==> src/rtl/mux_bus_responder.sv <==
// Responder for a phase-multiplexed 8-bit CPU bus backed by a 32 x 8 RAM at 0x0000-0x001F.
// Optional MUXBUS_WRITE_PROTECT_EN makes bus writes to 0x0010-0x001F read-only (preload still allowed).
module mux_bus_responder (
   input  logic        clk,
   input  logic        rst,
   input  logic        phase,
   input  logic [7:0]  addr_byte,
   input  logic [7:0]  bus_in,
   input  logic        load_en,
   input  logic [4:0]  load_addr,
   input  logic [7:0]  load_data,
   output logic [7:0]  data_out,
   output logic        data_valid,
   output logic        txn_done,
   output logic [15:0] last_addr,
   output logic        hit
);

   typedef enum logic [1:0] {SYNC, LO, HI} state_t;

   state_t      state_q, state_d;
   logic        phase_q, phase_d;
   logic [7:0]  addr_lo_q, addr_lo_d;
   logic [7:0]  addr_hi_q, addr_hi_d;
   logic [7:0]  wdata_q, wdata_d;
   logic        rw_q, rw_d;
   logic [7:0]  data_out_q, data_out_d;
   logic        data_valid_q, data_valid_d;
   logic        txn_done_q, txn_done_d;
   logic [15:0] last_addr_q, last_addr_d;
   logic        hit_q, hit_d;
   logic [7:0]  mem_q [32];
   logic [7:0]  mem_d [32];

   logic        rise, fall, complete, in_window, wr_blocked, bus_we;
   logic [15:0] txn_addr;

   assign rise      = phase & ~phase_q;
   assign fall      = ~phase & phase_q;
   assign txn_addr  = {addr_hi_q, addr_lo_q};
   assign in_window = (txn_addr[15:5] == 11'd0);
   assign complete  = (state_q == HI) && fall;

`ifdef MUXBUS_WRITE_PROTECT_EN
   assign wr_blocked = txn_addr[4];
`else
   assign wr_blocked = 1'b0;
`endif

   assign bus_we = complete & ~rw_q & in_window & ~wr_blocked & ~rst;

   always_comb begin
      state_d      = state_q;
      phase_d      = phase;
      addr_lo_d    = addr_lo_q;
      addr_hi_d    = addr_hi_q;
      wdata_d      = wdata_q;
      rw_d         = rw_q;
      data_out_d   = data_out_q;
      data_valid_d = data_valid_q;
      txn_done_d   = 1'b0;
      last_addr_d  = last_addr_q;
      hit_d        = hit_q;

      case (state_q)
         SYNC: begin
            if (fall) state_d = LO;
         end
         LO: begin
            if (!phase) begin
               addr_lo_d = addr_byte;
               rw_d      = bus_in[0];
            end
            if (rise) state_d = HI;
         end
         HI: begin
            if (phase) begin
               addr_hi_d = addr_byte;
               wdata_d   = bus_in;
            end else if (fall) begin
               // Completion uses the halves latched before this edge; the new low half is captured alongside.
               state_d     = LO;
               addr_lo_d   = addr_byte;
               rw_d        = bus_in[0];
               txn_done_d  = 1'b1;
               last_addr_d = txn_addr;
               hit_d       = in_window;
               if (rw_q) begin
                  data_valid_d = 1'b1;
                  data_out_d   = in_window ? mem_q[addr_lo_q[4:0]] : 8'hEA;
               end else begin
                  data_valid_d = 1'b0;
               end
            end
         end
         default: state_d = SYNC;
      endcase
   end

   // Preload is applied after the bus write so it wins on a same-entry collision.
   always_comb begin
      mem_d = mem_q;
      if (bus_we) mem_d[addr_lo_q[4:0]] = wdata_q;
      if (load_en) mem_d[load_addr] = load_data;
   end

   always_ff @(posedge clk) begin
      if (rst) begin
         state_q      <= SYNC;
         phase_q      <= 1'b1;
         addr_lo_q    <= 8'h00;
         addr_hi_q    <= 8'h00;
         wdata_q      <= 8'h00;
         rw_q         <= 1'b1;
         data_out_q   <= 8'h00;
         data_valid_q <= 1'b0;
         txn_done_q   <= 1'b0;
         last_addr_q  <= 16'h0000;
         hit_q        <= 1'b0;
      end else begin
         state_q      <= state_d;
         phase_q      <= phase_d;
         addr_lo_q    <= addr_lo_d;
         addr_hi_q    <= addr_hi_d;
         wdata_q      <= wdata_d;
         rw_q         <= rw_d;
         data_out_q   <= data_out_d;
         data_valid_q <= data_valid_d;
         txn_done_q   <= txn_done_d;
         last_addr_q  <= last_addr_d;
         hit_q        <= hit_d;
      end
   end

   always_ff @(posedge clk) begin
      mem_q <= mem_d;
   end

   assign data_out   = data_out_q;
   assign data_valid = data_valid_q;
   assign txn_done   = txn_done_q;
   assign last_addr  = last_addr_q;
   assign hit        = hit_q;

endmodule

==> config.mk <==
export PLATFORM = sky130hd
export DESIGN_NAME = mux_bus_responder
export DESIGN_NICKNAME = d
export VERILOG_FILES = /design/src/rtl/mux_bus_responder.sv
export SDC_FILE = /design/constraint.sdc
export NUM_CORES = 1
export LEC_CHECK = 0
export CAP_MARGIN = 20
export CORE_MARGIN = 2
export CORE_UTILIZATION = 60
export DETAILED_ROUTE_END_ITERATION = 16
export HOLD_SLACK_MARGIN = 0.1
export PLACE_DENSITY = 0.85
export SYNTH_ARGS = -nofsm -noshare
export SYNTH_HDL_FRONTEND = slang
export SYNTH_SLANG_ARGS = --single-unit
==> constraint.sdc <==
create_clock -name clk -period 2.65 [get_ports clk]
set_clock_uncertainty 0.05 [all_clocks]
set_input_delay 0.3975 -clock clk [delete_from_list [all_inputs] [get_ports clk]]
set_output_delay 0.3975 -clock clk [all_outputs]
set_load 0.05 [all_outputs]
# After elaboration in Yosys (flattened, before gate mapping)
# Cells that the tools add are included.
# totals
reg_bits	311
in_bits	33
output_inout_bits	27
elab_cells	103
# classes
magnitude_cmp	4
eq_ne	6
mux	26
bitwise_logic	12
reduce_logical	12
# op_table
op	count
bitwise mux 256 bit	2
2-to-1 mux 256 bit	2
demux 8 bit (select 5 bit)	2
2-to-1 mux 8 bit	8
binary-select mux 8 bit (select 5 bit)	1
one-hot mux 8 bit (2 select lines)	1
>= comparator 6 bit (second input constant)	2
less-than comparator 6 x 1 -> 1 bit (second input constant)	2
inverter 5 -> 6 bit	2
zero test 11 bit	1
!= test 2 bit (second input constant)	4
AND reduction 4 bit	2
2-to-1 mux 2 bit	3
one-hot mux 2 bit (3 select lines)	1
AND 1 bit	5
2-to-1 mux 1 bit	5
inverter 1 bit	5
AND reduction 2 bit	2
logical AND 1 bit	3
AND reduction 3 bit	1
OR reduction 3 bit	1
== test 2 x 1 -> 1 bit (second input constant)	1
== test 2 bit (second input constant)	1
zero test 2 bit	1
2 further kinds	2

# Depth between registers and ports, before layout
# logic_depth
ltp_word	9
ltp_mapped	8
ltp_nobuf	5

# Worst setup path before layout
# OpenSTA, ideal clock, no wires.
# synth_timing
kind	flip-flop to flip-flop
start	reg addr_lo_q[1]
end	reg data_out_q[5] (netlist: data_out[5])
setup_time_ns	0.128
arrival_ns	2.121
required_ns	2.472
path_slack_ns	0.351
path_stages_with_launch	8
n_path_buf	2
synth_period_minus_slack_ns	2.299
cell_sequence	dfxtp_1 buf_2 buf_1 mux2i_1 o22ai_1 or4_1 a221oi_1 a21oi_1
# synth_via
elab_chain_len	5
# synth_rtl
item	line_no	text
start, declared	23	logic [7:0] addr_lo_q, addr_lo_d;
start signal, assigned	123	addr_lo_q <= addr_lo_d;
inverter 5 -> 6 bit (implied by the code)	90	data_out_d = in_window ? mem_q[addr_lo_q[4:0]] : 8'hEA;
binary-select mux 8 bit (select 5 bit)	90	
2-to-1 mux 8 bit (implied by the code) (2 in series)	90	
2-to-1 mux 8 bit	90	
end signal, assigned	127	data_out_q <= data_out_d;
end, declared	27	logic [7:0] data_out_q, data_out_d;
# No other way between the ends. The select of a mux whose other input is x is not followed.
# A chain may end at the register's enable or synchronous reset.

# Worst setup path in the final report
# layout_timing
start	reg addr_lo_q[4]
end	reg data_out_q[5] (netlist: data_out[5])
# Same word-level chain as after synthesis.

==> impl_results.html <==
<table>
<tr><th>Metric</th><th>Value</th></tr>
<tr><th colspan="2">Run status</th></tr>
<tr><td>Result of the run</td><td>finished, final reports clean</td></tr>
<tr><th colspan="2">Global routing</th></tr>
<tr><td>Largest net degree at the start of global routing</td><td>56</td></tr>
<tr><td>Number of global-route vias before repair</td><td>about 13k</td></tr>
<tr><td>Congestion Overflow GR</td><td>0</td></tr>
<tr><td>Antenna violations before repair</td><td>1</td></tr>
<tr><td>First-pass GRT wire length</td><td>around 74 mm</td></tr>
<tr><td>Overall track demand over capacity in global routing</td><td>35.8%</td></tr>
<tr><th colspan="2">Cells and area</th></tr>
<tr><td>Fraction of layout instances using a drive strength above 1</td><td>a little over an eighth</td></tr>
<tr><td>Antenna fix cells</td><td>0</td></tr>
<tr><td>Most frequent cells in the layout</td><td>sky130_fd_sc_hd__mux2i_1, sky130_fd_sc_hd__dfxtp_1, sky130_fd_sc_hd__nand2_1</td></tr>
<tr><td>Area of combinational cells with multiple inputs</td><td>~8400 um^2</td></tr>
<tr><td>Final instance area</td><td>about 18000 um^2</td></tr>
<tr><td>Growth of design area from synthesis to finish</td><td>18.3%</td></tr>
<tr><td>Number of filler instances in the final layout</td><td>between 1.5k and 2k</td></tr>
<tr><td>Layout net count</td><td>1838</td></tr>
<tr><td>Leading cell type in the layout, fill and taps excluded</td><td>sky130_fd_sc_hd__mux2i_1</td></tr>
<tr><td>FF/Latch Area</td><td>between 6000 and 7000 um^2</td></tr>
<tr><th colspan="2">Critical path</th></tr>
<tr><td>Critical path type</td><td>reg -&gt; reg</td></tr>
<tr><td>CP dominant cell by count</td><td>sky130_fd_sc_hd__buf_4</td></tr>
<tr><td>Worst-path fanout max</td><td>16</td></tr>
<tr><td>Endpoint kind of the worst setup timing path</td><td>register</td></tr>
<tr><td>Largest stage delay on the critical path</td><td>0.61 ns</td></tr>
<tr><td>Worst reg-to-reg path cell count</td><td>7</td></tr>
<tr><td>Worst setup path startpoint</td><td>addr_lo_q[4]</td></tr>
<tr><td>Data required time of the worst path</td><td>a little over 3 ns</td></tr>
<tr><td>Critical Path Source Type</td><td>register</td></tr>
<tr><td>CP arrival</td><td>3.04 ns</td></tr>
<tr><td>CP cell instances</td><td>buf_4 -&gt; or4b_2 -&gt; o22ai_1 -&gt; or4_1 -&gt; a221oi_1 -&gt; buf_4 -&gt; a21oi_1</td></tr>
<tr><td>Cell with the biggest individual delay on the critical path</td><td>sky130_fd_sc_hd__dfxtp_1</td></tr>
<tr><td>Worst setup path end</td><td>data_out[5]</td></tr>
<tr><td>RR Startpoint</td><td>addr_lo_q[4]</td></tr>
<tr><td>Internal reg-to-reg setup slack</td><td>~0.0007 ns</td></tr>
<tr><td>Reg-to-reg endpoint</td><td>data_out[5]</td></tr>
<tr><th colspan="2">Timing</th></tr>
<tr><td>Final number of hold-violating endpoints</td><td>0</td></tr>
<tr><td>Fin Setup TNS</td><td>0 ns</td></tr>
<tr><td>Endpoints failing setup</td><td>0</td></tr>
<tr><td>Final Max Slew Viols</td><td>0</td></tr>
<tr><td>Worst slew margin</td><td>about 55%</td></tr>
<tr><td>Setup repair after global routing missed its margin</td><td>false</td></tr>
<tr><td>Final Cycle Share</td><td>between 90% and 100%</td></tr>
<tr><td>Maximum clock frequency</td><td>0.377 GHz</td></tr>
<tr><td>Actual transition at the worst max-transition pin</td><td>between 0.6 and 0.7 ns</td></tr>
<tr><td>Final min period</td><td>roughly 2.6 ns</td></tr>
<tr><th colspan="2">Flow run</th></tr>
<tr><td>Number of max-cap violations</td><td>0</td></tr>
<tr><th colspan="2">Clock network</th></tr>
<tr><td>CTS Sinks</td><td>between 300 and 400</td></tr>
<tr><td>Maximum level of the CTS H-tree</td><td>1</td></tr>
<tr><td>Cell chosen for the clock root</td><td>sky130_fd_sc_hd__clkbuf_16</td></tr>
<tr><td>Clock tree from TritonCTS</td><td>done</td></tr>
<tr><td>Buffer levels on the longest clock path</td><td>3</td></tr>
<tr><td>Clk Latency, worst-skew pair</td><td>~0.56 ns</td></tr>
<tr><td>Number of buffers inserted during clock tree synthesis</td><td>31</td></tr>
<tr><td>Post-CTS clock slew at the launch and capture registers of the worst setup and hold paths</td><td>roughly 0.070 ns</td></tr>
<tr><th colspan="2">Drt</th></tr>
<tr><td>Number of vias per cell after detailed routing</td><td>about 6.4</td></tr>
<tr><td>Post-route antenna net violation count</td><td>0</td></tr>
<tr><td>Vias</td><td>roughly 14k</td></tr>
<tr><td>First-pass iteration count of the detailed router</td><td>7</td></tr>
<tr><td>Initial DRC count</td><td>approximately 1.7k</td></tr>
<tr><td>Final WL</td><td>48.2 mm</td></tr>
<tr><td>Number of DRC violations after detailed routing</td><td>0</td></tr>
<tr><td>Routed wire length per instance</td><td>22.3 um</td></tr>
<tr><th colspan="2">Logic synthesis</th></tr>
<tr><td>Share of synthesized registers carrying an async set or reset</td><td>0%</td></tr>
<tr><td>Post-synth EDFFs</td><td>0</td></tr>
<tr><td>Post-synthesis instance area</td><td>15200 um^2</td></tr>
<tr><td>YS warnings</td><td>0</td></tr>
<tr><td>Flops &amp; latches, synth</td><td>~310</td></tr>
<tr><td>Cells after synthesis</td><td>about 1.7k</td></tr>
<tr><td>Sequential element share of the synthesized area</td><td>approximately two fifths</td></tr>
<tr><td>Average instance area after synthesis</td><td>about 8.8 um^2</td></tr>
<tr><td>Main synth FF type</td><td>sky130_fd_sc_hd__dfxtp_1</td></tr>
<tr><td>Unique masters post-synth</td><td>between 50 and 60</td></tr>
<tr><td>Total nets after synthesis</td><td>about 1.8k</td></tr>
<tr><th colspan="2">Power and ir drop</th></tr>
<tr><td>Switching power of the nets</td><td>3.40 mW</td></tr>
<tr><td>Power Density</td><td>around 720 nW/um^2</td></tr>
<tr><td>Fraction of power consumed by combinational cells</td><td>roughly 15%</td></tr>
<tr><td>Peak ir drop on the vdd network</td><td>~0.57 mV</td></tr>
<tr><td>Cell-internal power</td><td>between 9 and 10 mW</td></tr>
<tr><td>Share of power burned in registers</td><td>between 40 and 50%</td></tr>
<tr><td>Switching share of power</td><td>a little over a quarter</td></tr>
<tr><td>Post-route total power</td><td>around 13 mW</td></tr>
<tr><td>Clock share of power</td><td>37.7%</td></tr>
<tr><td>Leakage power total</td><td>7.10 nW</td></tr>
<tr><th colspan="2">Min path</th></tr>
<tr><td>Kind of path behind the tightest hold check</td><td>in -&gt; reg</td></tr>
<tr><td>Cell depth of the worst hold path</td><td>3</td></tr>
<tr><th colspan="2">Placement</th></tr>
<tr><td>Cell area after placement</td><td>approximately 17000 um^2</td></tr>
<tr><td>PortBufs</td><td>59</td></tr>
<tr><td>Final weighted congestion in routability-driven placement</td><td>roughly 0.98</td></tr>
<tr><td>Post-detail-place hpwl</td><td>between 30 and 40 mm</td></tr>
<tr><th colspan="2">Floorplanning</th></tr>
<tr><td>Die ar.</td><td>roughly 27000 um^2</td></tr>
<tr><td>Starting Density</td><td>about 61%</td></tr>
<tr><td>I/O pin count</td><td>60</td></tr>
<tr><td>Core ar.</td><td>25000 um^2</td></tr>
<tr><td>Vertical extent of the die</td><td>between 150 and 200 um</td></tr>
<tr><td>Horiz. Die Dim</td><td>roughly 160 um</td></tr>
<tr><td>Row Count</td><td>between 50 and 60</td></tr>
</table>
==> synthesized netlist by cell type, types with 4 or more instances <==
| library cell | count | area (um^2) |
|---|---|---|
| sky130_fd_sc_hd__o22ai_1 | 38 | 238 |
| sky130_fd_sc_hd__buf_1 | 12 | 45.0 |
| sky130_fd_sc_hd__or4_1 | 6 | 45.0 |
| sky130_fd_sc_hd__nor2_1 | 176 | 661 |
| sky130_fd_sc_hd__clkbuf_1 | 102 | 383 |
| sky130_fd_sc_hd__mux4_2 | 16 | 360 |
| sky130_fd_sc_hd__o21ai_1 | 42 | 210 |
| sky130_fd_sc_hd__o32ai_1 | 4 | 35.0 |
| sky130_fd_sc_hd__nor2_2 | 7 | 43.8 |
| sky130_fd_sc_hd__and2_1 | 5 | 31.3 |
| sky130_fd_sc_hd__a2111oi_0 | 4 | 35.0 |
| sky130_fd_sc_hd__nand3_1 | 7 | 35.0 |
| sky130_fd_sc_hd__or3_1 | 12 | 75.1 |
| sky130_fd_sc_hd__nor3_1 | 8 | 40.0 |
| sky130_fd_sc_hd__nor4b_1 | 4 | 35.0 |
| sky130_fd_sc_hd__buf_4 | 4 | 30.0 |
| sky130_fd_sc_hd__a21oi_1 | 167 | 836 |
| sky130_fd_sc_hd__nand4_1 | 4 | 25.0 |
| sky130_fd_sc_hd__a22oi_1 | 4 | 30.0 |
| sky130_fd_sc_hd__a221oi_1 | 5 | 43.8 |
| sky130_fd_sc_hd__mux2i_1 | 361 | 3610 |
| sky130_fd_sc_hd__dfxtp_1 | 311 | 6230 |
| sky130_fd_sc_hd__buf_2 | 28 | 140 |
| sky130_fd_sc_hd__nand2b_1 | 7 | 43.8 |
| sky130_fd_sc_hd__o21ai_0 | 86 | 430 |
| sky130_fd_sc_hd__and3_1 | 8 | 50.1 |
| sky130_fd_sc_hd__nand2_1 | 231 | 867 |
| sky130_fd_sc_hd__nor2b_1 | 7 | 43.8 |
| sky130_fd_sc_hd__a31oi_1 | 5 | 31.3 |
| sky130_fd_sc_hd__or2_2 | 4 | 25.0 |
| sky130_fd_sc_hd__and3b_1 | 4 | 35.0 |
==> logic make-up (layout without fill, tap and decap cells) <==
group                  after synthesis  after routing  share of synthesized area (%)
flip-flops                         311            311                           41.0
AND/OR/NAND/NOR                    525            525                           15.9
AO/OA/AOI/OAI                      362            362                           12.8
multiplexers                       377            377                           26.2
buffers and inverters              149            254                           4.16
==> final cells by class <==
type                       count  share of cell area, %
clock buffer                  45                   5.11
clock inverter                12                   1.18
multi-input combinational   1264                   46.5
sequential                   311                   34.7
tap                          330                   2.30
timing repair buffer         197                   10.3
==> timing repair <==
action,in CTS,in global routing
cloned,0,0
endpoints found under the setup margin,1,9
resized for setup,1,3
buffers inserted,1,9
hold buffers,0,0
==> layer usage <==
layer / track usage [%] / part of all wire, % / vias to the layer above
met2: 54.9 / 43 / 914
met5: 0 / 0 / -
li1: - / - / 6246
met4: 21.6 / 6.9 / 0
met1: 45.6 / 38 / 6467
met3: 8.71 / 12 / 253
==> how the worst min path moves through the flow <==
stage,slack [ns],endpoint,startpoint
final,0.34,wdata_q[5],bus_in[5]
after detailed placement,0.40,last_addr[5],last_addr[5]
after floorplan,0.41,last_addr[13],addr_hi_q[5]
after global placement,0.39,last_addr[0],last_addr[0]
after CTS,0.34,wdata_q[5],bus_in[5]
after global routing,0.36,wdata_q[5],bus_in[5]
==> critical path: cells and delay by family, from the launching register on <==
kind            cells  cell delay, ns
simple gates        2            0.78
flops               1            0.61
compound gates      3            0.56
buf+inv             2            0.52
==> power groups by stage <==
stage	Sequential, mW	Combinational [mW]	Clock, mW
floorplan	5.97	1.35	0
global placement	6.10	1.76	0
detailed placement	6.15	1.86	0
CTS	6.06	1.89	4.84
finish	6.08	1.95	4.85
global route	6.16	2.11	5.04
==> flip-flops by register name, summed over array words and instances (netlist names) <==
register,count
addr_hi_q,8
hit,1
state_q,2
last_addr,16
mem_q,256
rw_q,1
addr_lo_q,8
phase_q,1
wdata_q,8
data_valid,1
data_out,8
txn_done,1
==> stage by stage <==
step | util, % | hold WS, ns | instances | setup slack, ns
global route | 71.8 | 0.358 | 2159 | 0.0196
global placement | 66.9 | 0.392 | 2092 | 0.173
CTS | 71.5 | 0.340 | 2150 | 0.0483
finish | 71.8 | 0.342 | 2159 | 0.000721
detailed placement | 66.9 | 0.398 | 2092 | 0.0725
floorplan | - | 0.406 | 1724 | 0.351
Power figures use the tool's default switching activity.
